## src/rtl/ps2_cmd_sequencer_if.sv

```systemverilog
// Byte-level handshake between the command sequencer and a PS/2 transceiver.
// The sequencer is the master: it issues bytes and consumes received bytes.
interface ps2_cmd_sequencer_if;
   logic       ps2_read;
   logic [7:0] rx_data;
   logic       ps2_busy;
   logic       ps2_write;
   logic [7:0] tx_data;

   modport master (
      input  ps2_read, rx_data, ps2_busy,
      output ps2_write, tx_data
   );

   modport slave (
      output ps2_read, rx_data, ps2_busy,
      input  ps2_write, tx_data
   );
endinterface

```

## src/rtl/ps2_cmd_sequencer.sv

```systemverilog
// PS/2 keyboard init / LED command sequencer with ACK retry and timeouts.
// Define PS2_TYPEMATIC_EN to send F3,TYPEMATIC_BYTE between self-test and F4.
module ps2_cmd_sequencer #(
   parameter int unsigned TIMEOUT_CYCLES = 2500000,
   parameter int unsigned BAT_CYCLES     = 25000000,
   parameter int unsigned MAX_RETRIES    = 3,
   parameter logic [7:0]  TYPEMATIC_BYTE = 8'h20
) (
   input  logic                clk,
   input  logic                rst,
   ps2_cmd_sequencer_if.master ps2,
   input  logic                led_req,
   input  logic [2:0]          led_state,
   input  logic                restart,
   output logic                init_done,
   output logic                cmd_busy,
   output logic                error
);

   typedef enum logic [2:0] {
      LOAD, ISSUE, WAIT_ACK, WAIT_BAT, IDLE, FAULT
   } state_t;

   localparam logic [2:0] S_FF  = 3'd0;
   localparam logic [2:0] S_F3  = 3'd1;
   localparam logic [2:0] S_TM  = 3'd2;
   localparam logic [2:0] S_F4  = 3'd3;
   localparam logic [2:0] S_ED  = 3'd4;
   localparam logic [2:0] S_LED = 3'd5;

`ifdef PS2_TYPEMATIC_EN
   localparam logic [2:0] S_POST_BAT = S_F3;
`else
   localparam logic [2:0] S_POST_BAT = S_F4;
`endif

   localparam int unsigned CMAX =
      (BAT_CYCLES > TIMEOUT_CYCLES) ? BAT_CYCLES : TIMEOUT_CYCLES;
   localparam int CW = $clog2(CMAX + 1);
   localparam int RW = (MAX_RETRIES < 1) ? 1 : $clog2(MAX_RETRIES + 1);

   state_t          state, state_d;
   logic [2:0]      step, step_d;
   logic [RW-1:0]   retry, retry_d;
   logic [CW-1:0]   cnt;
   logic            pending;
   logic [2:0]      led_latch, led_cur;
   logic [7:0]      cur_byte;
   logic            led_go, done_set;
   logic            ack_to, bat_to;
   logic            rx_fa, rx_fe, rx_aa, rx_fc;
   logic            write_d;
   logic [7:0]      tx_d;
   logic            busy_d, err_d;

   assign rx_fa  = ps2.ps2_read && (ps2.rx_data == 8'hFA);
   assign rx_fe  = ps2.ps2_read && (ps2.rx_data == 8'hFE);
   assign rx_aa  = ps2.ps2_read && (ps2.rx_data == 8'hAA);
   assign rx_fc  = ps2.ps2_read && (ps2.rx_data == 8'hFC);
   assign ack_to = (state == WAIT_ACK) && (cnt == CW'(TIMEOUT_CYCLES - 1));
   assign bat_to = (state == WAIT_BAT) && (cnt == CW'(BAT_CYCLES - 1));

   always_comb begin
      cur_byte = 8'hFF;
      case (step)
         S_FF:    cur_byte = 8'hFF;
         S_F3:    cur_byte = 8'hF3;
         S_TM:    cur_byte = TYPEMATIC_BYTE;
         S_F4:    cur_byte = 8'hF4;
         S_ED:    cur_byte = 8'hED;
         S_LED:   cur_byte = {5'b0, led_cur};
         default: cur_byte = 8'hFF;
      endcase
   end

   always_ff @(posedge clk or posedge rst) begin
      if (rst) state <= LOAD;
      else     state <= state_d;
   end

   always_comb begin
      state_d  = state;
      step_d   = step;
      retry_d  = retry;
      led_go   = 1'b0;
      done_set = 1'b0;
      case (state)
         LOAD: begin
            step_d  = S_FF;
            state_d = ISSUE;
         end
         ISSUE: begin
            if (!ps2.ps2_busy) state_d = WAIT_ACK;
         end
         WAIT_ACK: begin
            if (rx_fa) begin
               retry_d = '0;
               case (step)
                  S_FF:    state_d = WAIT_BAT;
                  S_F4: begin
                     state_d  = IDLE;
                     done_set = 1'b1;
                  end
                  S_LED:   state_d = IDLE;
                  default: begin
                     step_d  = step + 3'd1;
                     state_d = ISSUE;
                  end
               endcase
            end else if (rx_fe || ack_to) begin
               if (retry == RW'(MAX_RETRIES)) begin
                  state_d = FAULT;
               end else begin
                  retry_d = retry + RW'(1);
                  state_d = ISSUE;
               end
            end
         end
         WAIT_BAT: begin
            if (rx_aa) begin
               step_d  = S_POST_BAT;
               state_d = ISSUE;
            end else if (rx_fc || bat_to) begin
               state_d = FAULT;
            end
         end
         IDLE: begin
            if (pending) begin
               step_d  = S_ED;
               state_d = ISSUE;
               led_go  = 1'b1;
            end
         end
         FAULT: ;
         default: state_d = LOAD;
      endcase
      if (restart) begin
         state_d  = LOAD;
         retry_d  = '0;
         led_go   = 1'b0;
         done_set = 1'b0;
      end
   end

   always_comb begin
      write_d = (state == ISSUE) && !ps2.ps2_busy && !restart;
      tx_d    = write_d ? cur_byte : ps2.tx_data;
      busy_d  = (state_d == LOAD) || (state_d == ISSUE) ||
                (state_d == WAIT_ACK) || (state_d == WAIT_BAT);
      err_d   = (state_d == FAULT);
   end

   always_ff @(posedge clk or posedge rst) begin
      if (rst) begin
         step          <= S_FF;
         retry         <= '0;
         cnt           <= '0;
         pending       <= 1'b0;
         led_latch     <= 3'b0;
         led_cur       <= 3'b0;
         init_done     <= 1'b0;
         ps2.ps2_write <= 1'b0;
         ps2.tx_data   <= 8'h00;
         cmd_busy      <= 1'b0;
         error         <= 1'b0;
      end else begin
         step          <= step_d;
         retry         <= retry_d;
         ps2.ps2_write <= write_d;
         ps2.tx_data   <= tx_d;
         cmd_busy      <= busy_d;
         error         <= err_d;
         // counter restarts whenever a wait state is (re)entered
         if ((state_d == state) &&
             ((state == WAIT_ACK) || (state == WAIT_BAT)))
            cnt <= cnt + CW'(1);
         else
            cnt <= '0;
         if (led_req && (state != FAULT)) begin
            pending   <= 1'b1;
            led_latch <= led_state;
         end else if (led_go) begin
            pending <= 1'b0;
         end
         if (led_go) led_cur <= led_latch;
         if (restart || (state_d == FAULT)) init_done <= 1'b0;
         else if (done_set)                 init_done <= 1'b1;
      end
   end

endmodule

```

## src/flat_wrapper.sv

```systemverilog
// flat-port wrapper written by rule: the top's interface ports become plain ports
module ps2_cmd_sequencer_flat 
#(
   parameter int unsigned TIMEOUT_CYCLES = 2500000,
   parameter int unsigned BAT_CYCLES     = 25000000,
   parameter int unsigned MAX_RETRIES    = 3,
   parameter logic [7:0]  TYPEMATIC_BYTE = 8'h20
)
  (clk, rst, led_req, led_state, restart, init_done, cmd_busy, error, ps2_ps2_read, ps2_rx_data, ps2_ps2_busy, ps2_ps2_write, ps2_tx_data);
  ps2_cmd_sequencer_if ps2_i ();
  input  logic clk;
  input  logic rst;
  input  logic led_req;
  input  logic [2:0] led_state;
  input  logic restart;
  output logic init_done;
  output logic cmd_busy;
  output logic error;
  input wire logic [$bits(ps2_i.ps2_read)-1:0] ps2_ps2_read;
  input wire logic [$bits(ps2_i.rx_data)-1:0] ps2_rx_data;
  input wire logic [$bits(ps2_i.ps2_busy)-1:0] ps2_ps2_busy;
  output wire logic [$bits(ps2_i.ps2_write)-1:0] ps2_ps2_write;
  output wire logic [$bits(ps2_i.tx_data)-1:0] ps2_tx_data;
  assign ps2_i.ps2_read = ps2_ps2_read;
  assign ps2_i.rx_data = ps2_rx_data;
  assign ps2_i.ps2_busy = ps2_ps2_busy;
  assign ps2_ps2_write = ps2_i.ps2_write;
  assign ps2_tx_data = ps2_i.tx_data;
  ps2_cmd_sequencer #(.TIMEOUT_CYCLES(TIMEOUT_CYCLES), .BAT_CYCLES(BAT_CYCLES), .MAX_RETRIES(MAX_RETRIES), .TYPEMATIC_BYTE(TYPEMATIC_BYTE)) u_core (.clk(clk), .rst(rst), .ps2(ps2_i), .led_req(led_req), .led_state(led_state), .restart(restart), .init_done(init_done), .cmd_busy(cmd_busy), .error(error));
endmodule
```

## config.mk

```make
export PLATFORM = sky130hd
export DESIGN_NAME = ps2_cmd_sequencer_flat
export DESIGN_NICKNAME = d
export VERILOG_FILES = /design/src/rtl/ps2_cmd_sequencer_if.sv /design/src/rtl/ps2_cmd_sequencer.sv /design/src/flat_wrapper.sv
export SDC_FILE = /design/constraint.sdc
export NUM_CORES = 1
export LEC_CHECK = 0
export ABC_CLOCK_PERIOD_IN_PS = 7000
export BUFFER_PORTS_ARGS = -buffer_cell sky130_fd_sc_hd__buf_2
export CORE_MARGIN = 4
export CORE_UTILIZATION = 50
export CTS_CLUSTER_SIZE = 20
export DETAILED_ROUTE_END_ITERATION = 7
export PLACE_DENSITY = 0.77
export SLEW_MARGIN = 25
export SYNTH_ARGS = -nofsm -noshare
export SYNTH_HDL_FRONTEND = slang
export SYNTH_SLANG_ARGS = --single-unit
```

## constraint.sdc

```tcl
create_clock -name clk -period 7 [get_ports clk]
set_input_delay 0 -clock clk [delete_from_list [all_inputs] [get_ports clk]]
set_output_delay 0 -clock clk [all_outputs]
set_load 0.01 [all_outputs]
```

==> summary by stage <==
Critical path
The worst register-to-register path begins at u_core.state[2]. The kind of cell with the highest combined delay on the critical path is simple AND/OR/NAND/NOR gates. The worst reg2reg path endpoint is u_core.cnt[4]. STA classifies the critical path endpoint as a register.

The data arrival time of the critical path is roughly 3100 ps. Measured in cells, the most critical reg-to-reg path has a length of 6. The maximum cell stage delay along the critical path is around 800 ps. The most critical setup path has its startpoint at u_core.state[2].

The number of cells on the critical path is 6. On the critical path, the stage with the largest delay is an instance of sky130_fd_sc_hd__o2111ai_4. The critical path is of the register to register type.

The worst setup path is launched from a register. Counting both buffers and inverters, the worst setup path holds a total of 0. The worst register-to-register path has a setup slack of just over 4000 ps. The critical path required time is ~7000 ps. The critical path ends at u_core.cnt[4]. The critical path goes through and2b_1, nand2_1, nor4_1, o31ai_1, o2111ai_4, nor3_1. The maximum fanout along the worst path is 25.

Drt
After the first detailed-routing iteration, the DRC count stood at roughly 110. The total wire length after detailed routing is 6.06 mm. For this run, design rule violations remaining after detail routing come to 0. In the final routed layout, each cell accounts on average for 15.3 µm. Dividing the detail-routed via count by the number of cells gives 5.82. The routed layout has 2,298 vias.

The first TritonRoute pass finished after 4 iterations. In this run the remaining antenna-violating nets after routing total 0.

Synth
Sorting the synthesized cells by area gives the leading types as sky130_fd_sc_hd__dfrtp_1 43%, sky130_fd_sc_hd__nor3_2 6.4%, sky130_fd_sc_hd__xor2_1 4.4%. The sequential share of the synthesized area is 42.9%. After synthesis, the share of flip-flops with an asynchronous set or reset is 100%. The number of storage elements in the synthesis netlist is 51. The cell area that synthesis handed to floorplanning was 2980 µm². In this run, synthesis inferred 0 flip-flops with an integrated enable.

The synthesized design spends more area on one cell type than any other, namely sky130_fd_sc_hd__dfrtp_1. The top cell type by area accounts for between 40 and 50% of the synthesized area. The warning count from the yosys run is 0.

The gate count after technology mapping is 295. For this run, the leading register cell type out of synthesis is sky130_fd_sc_hd__dfrtp_1. After synthesis, the netlist uses between 40 and 50 different library cells. Synthesis produced a netlist with a net count of 319. A synthesized cell averages roughly 10 µm².

Clock tree
After clock tree synthesis, the clock-pin slew on the worst setup and hold paths is 90 ps. Once the clock tree was built, the setup fixing pass inserted 0 buffers. The maximum buffer depth of the clock tree is 2. The clock latency on the worst-skew pair is approximately 300 ps. Gates resized during post-CTS repair numbered 0. The clock root buffer is sky130_fd_sc_hd__clkbuf_8. Clock tree synthesis inserted a total of 5 buffers. The count of H-tree levels built during CTS is 2.

The hold buffer count at cts is 5. The clock tree from TritonCTS is built. The sink count of the clock tree is between 50 and 60.

STA
The worst clock skew is 14.5 ps. In this run the tightest slew margin relative to its limit is 34.0%. Setup repair after global routing left no endpoint under its margin. The transition at the pin with the smallest max-transition slack is 990 ps. The final critical path takes up about 42% of the cycle. The achievable clock frequency is 337 MHz. The worst path in the final design needs a cycle of approximately 3000 ps, including I/O delays and setup. The number of setup violations in the final report is 0. Adding up every negative setup slack in the final design gives 0 ps.

The final hold violation count was 0. The count of pins over their slew limit was 0.

Floorplanning
The die area is just over 7000 µm². The floorplan has 27 rows. 29 I/O pins were placed. The die boundary width is 85.2 µm. The starting utilization of the core area is between 50 and 60%. From bottom edge to top edge, the die measures 85.2 µm. The core outline area is around 5600 µm².

Power
The reported net switching power is between 0.00015 and 0.0002 W. IR analysis of the VDD net gives a maximum drop of between 90 and 100 µV. The proportion of power drawn by combinational gates is ~16%. The part of the power in registers is roughly half. Power spread over the standard cell area amounts to about 190 nW/µm². Net switching is between 20% and 30% of the power. The internal portion of the total power is between 0.0004 and 0.0005 W. The static leakage is roughly 1.3 nW. The clock power share is 31.7%.

GRT
Entering global routing, the biggest net connects 52 pins. The first global-routing pass estimated 10.5 mm of wire. The number of antenna violations at the first check in global routing is 0. Across every metal layer, demand over resource in global routing totals 17.5%. The global route total overflow is 0. The via count of the first global-routing pass came to between 2,000 and 2,500.

Placement
The HPWL after detailed placement is 4.24 mm. The placer congestion estimate is just under 0.9. In this run the tool buffered the top-level ports with 28 buffer cells.

Cells and area
Compared with the post-synthesis result, the final layout area differs by 10.2%. 0 antenna diodes ended up in the layout. Once layout is complete, the utilization of the core stands at roughly three fifths. At the end of the flow, the number of nets in the layout was 347. Of the cells placed in the final design, the portion with a size suffix greater than 1 is 22.6%.

Hold path
The kind of path behind the tightest hold check is input pin to register.

Flow run
Across the run, the number of max-cap violations was 0.

Status
The run finished with clean final reports.
==> flip-flops by register name, indices dropped and copies added, names as in the netlist <==
signal	flops
u_core.led_latch	3
u_core.cnt	25
u_core.retry	2
u_core.error	1
u_core.cmd_busy	1
u_core.pending	1
u_core.ps2.tx_data	7
u_core.led_cur	3
u_core.init_done	1
u_core.step	3
u_core.ps2.ps2_write	1
u_core.state	3
==> cells in the final DEF (no fill, tap or decap), types with 5 or more instances in the layout <==
cell type,synthesis,final
sky130_fd_sc_hd__a21oi_1,10,10
sky130_fd_sc_hd__and3_1,10,10
sky130_fd_sc_hd__buf_2,0,28
sky130_fd_sc_hd__clkbuf_8,0,5
sky130_fd_sc_hd__dfrtp_1,51,51
sky130_fd_sc_hd__dlygate4sd3_1,0,5
sky130_fd_sc_hd__ha_1,7,7
sky130_fd_sc_hd__inv_1,12,11
sky130_fd_sc_hd__mux2_2,7,7
sky130_fd_sc_hd__nand2_1,22,22
sky130_fd_sc_hd__nand2b_1,7,7
sky130_fd_sc_hd__nand3_1,10,10
sky130_fd_sc_hd__nand4_1,8,8
sky130_fd_sc_hd__nor2_1,19,19
sky130_fd_sc_hd__nor3_1,12,12
sky130_fd_sc_hd__nor3_2,19,19
sky130_fd_sc_hd__nor4_1,6,6
sky130_fd_sc_hd__o21ai_0,13,13
sky130_fd_sc_hd__xnor2_1,8,8
sky130_fd_sc_hd__xor2_1,15,15
==> metal layers <==
metal / wire [µm] / GRT usage, %
met1: 2920 / 25.2
met2: 2760 / 27.3
met3: 336 / 3.69
met4: 50 / 4.03
met5: 0 / 0
==> through the flow <==
stage	total power (W)	setup slack, ps	instances	hold WS (ps)	cell area (µm²)
6_report	0.000620	4030	395	75.4	3280
4_1_cts	0.000628	4030	395	65.2	3280
3_5_place_dp	0.000428	4050	383	133	3130
5_1_grt	0.000652	3770	395	111	3280
3_3_place_gp	0.000426	4170	383	232	3130
2_1_floorplan	0.000399	4630	295	66.2	2980
==> power by group through the flow <==
stage	clock (W)	combinational, W	sequential, W
floorplan	0	0.0000682	0.000331
global placement	0	0.0000992	0.000327
detailed placement	0	0.000100	0.000328
CTS	0.000203	0.000103	0.000322
global route	0.000213	0.000114	0.000325
finish	0.000196	0.000102	0.000322
==> final cells by class <==
| type | count | area, µm² |
|---|---|---|
| clock buffer | 6 | 72.6 |
| clock inverter | 1 | 30.0 |
| fill | 499 | 2360 |
| inverter | 12 | 47.5 |
| multi-input combinational | 219 | 1570 |
| sequential | 51 | 1280 |
| tap | 72 | 90.1 |
| timing repair buffer | 34 | 198 |
==> how the worst min path moves through the flow <==
stage | startpoint | endpoint | depth (start not counted)
5_1_grt | ps2_ps2_busy | u_core.state[0] | 4
4_1_cts | ps2_ps2_busy | u_core.state[0] | 4
2_1_floorplan | restart | u_core.init_done | 1
3_3_place_gp | led_state[1] | u_core.led_latch[1] | 2
6_report | ps2_ps2_busy | u_core.state[0] | 4
3_5_place_dp | rst | u_core.cnt[1] | 2
==> worst register-to-register path, cell delays in order, from the launching register on <==
cell                        delay, ps
sky130_fd_sc_hd__dfrtp_1          500
sky130_fd_sc_hd__and2b_1          330
sky130_fd_sc_hd__nand2_1          170
sky130_fd_sc_hd__nor4_1           670
sky130_fd_sc_hd__o31ai_1          200
sky130_fd_sc_hd__o2111ai_4        820
sky130_fd_sc_hd__nor3_1           120
==> synthesized netlist by cell type, types with 8 or more instances <==
| cell | number |
|---|---|
| sky130_fd_sc_hd__a21oi_1 | 10 |
| sky130_fd_sc_hd__and3_1 | 10 |
| sky130_fd_sc_hd__dfrtp_1 | 51 |
| sky130_fd_sc_hd__inv_1 | 12 |
| sky130_fd_sc_hd__nand2_1 | 22 |
| sky130_fd_sc_hd__nand3_1 | 10 |
| sky130_fd_sc_hd__nand4_1 | 8 |
| sky130_fd_sc_hd__nor2_1 | 19 |
| sky130_fd_sc_hd__nor3_1 | 12 |
| sky130_fd_sc_hd__nor3_2 | 19 |
| sky130_fd_sc_hd__o21ai_0 | 13 |
| sky130_fd_sc_hd__xnor2_1 | 8 |
| sky130_fd_sc_hd__xor2_1 | 15 |
==> cells by family (layout without fill, tap and decap cells) <==
family	Yosys count	in the layout	synth area share, %
adder cells (fa/ha/maj)	7	7	2.94
XOR/XNOR	23	23	6.76
flip-flops	51	51	42.9
buffers and inverters	25	53	4.54
AO/OA/AOI/OAI	42	42	10.1
multiplexers	11	11	3.99
AND/OR/NAND/NOR	136	136	28.8
No activity file was read; power rests on OpenSTA's default activity.
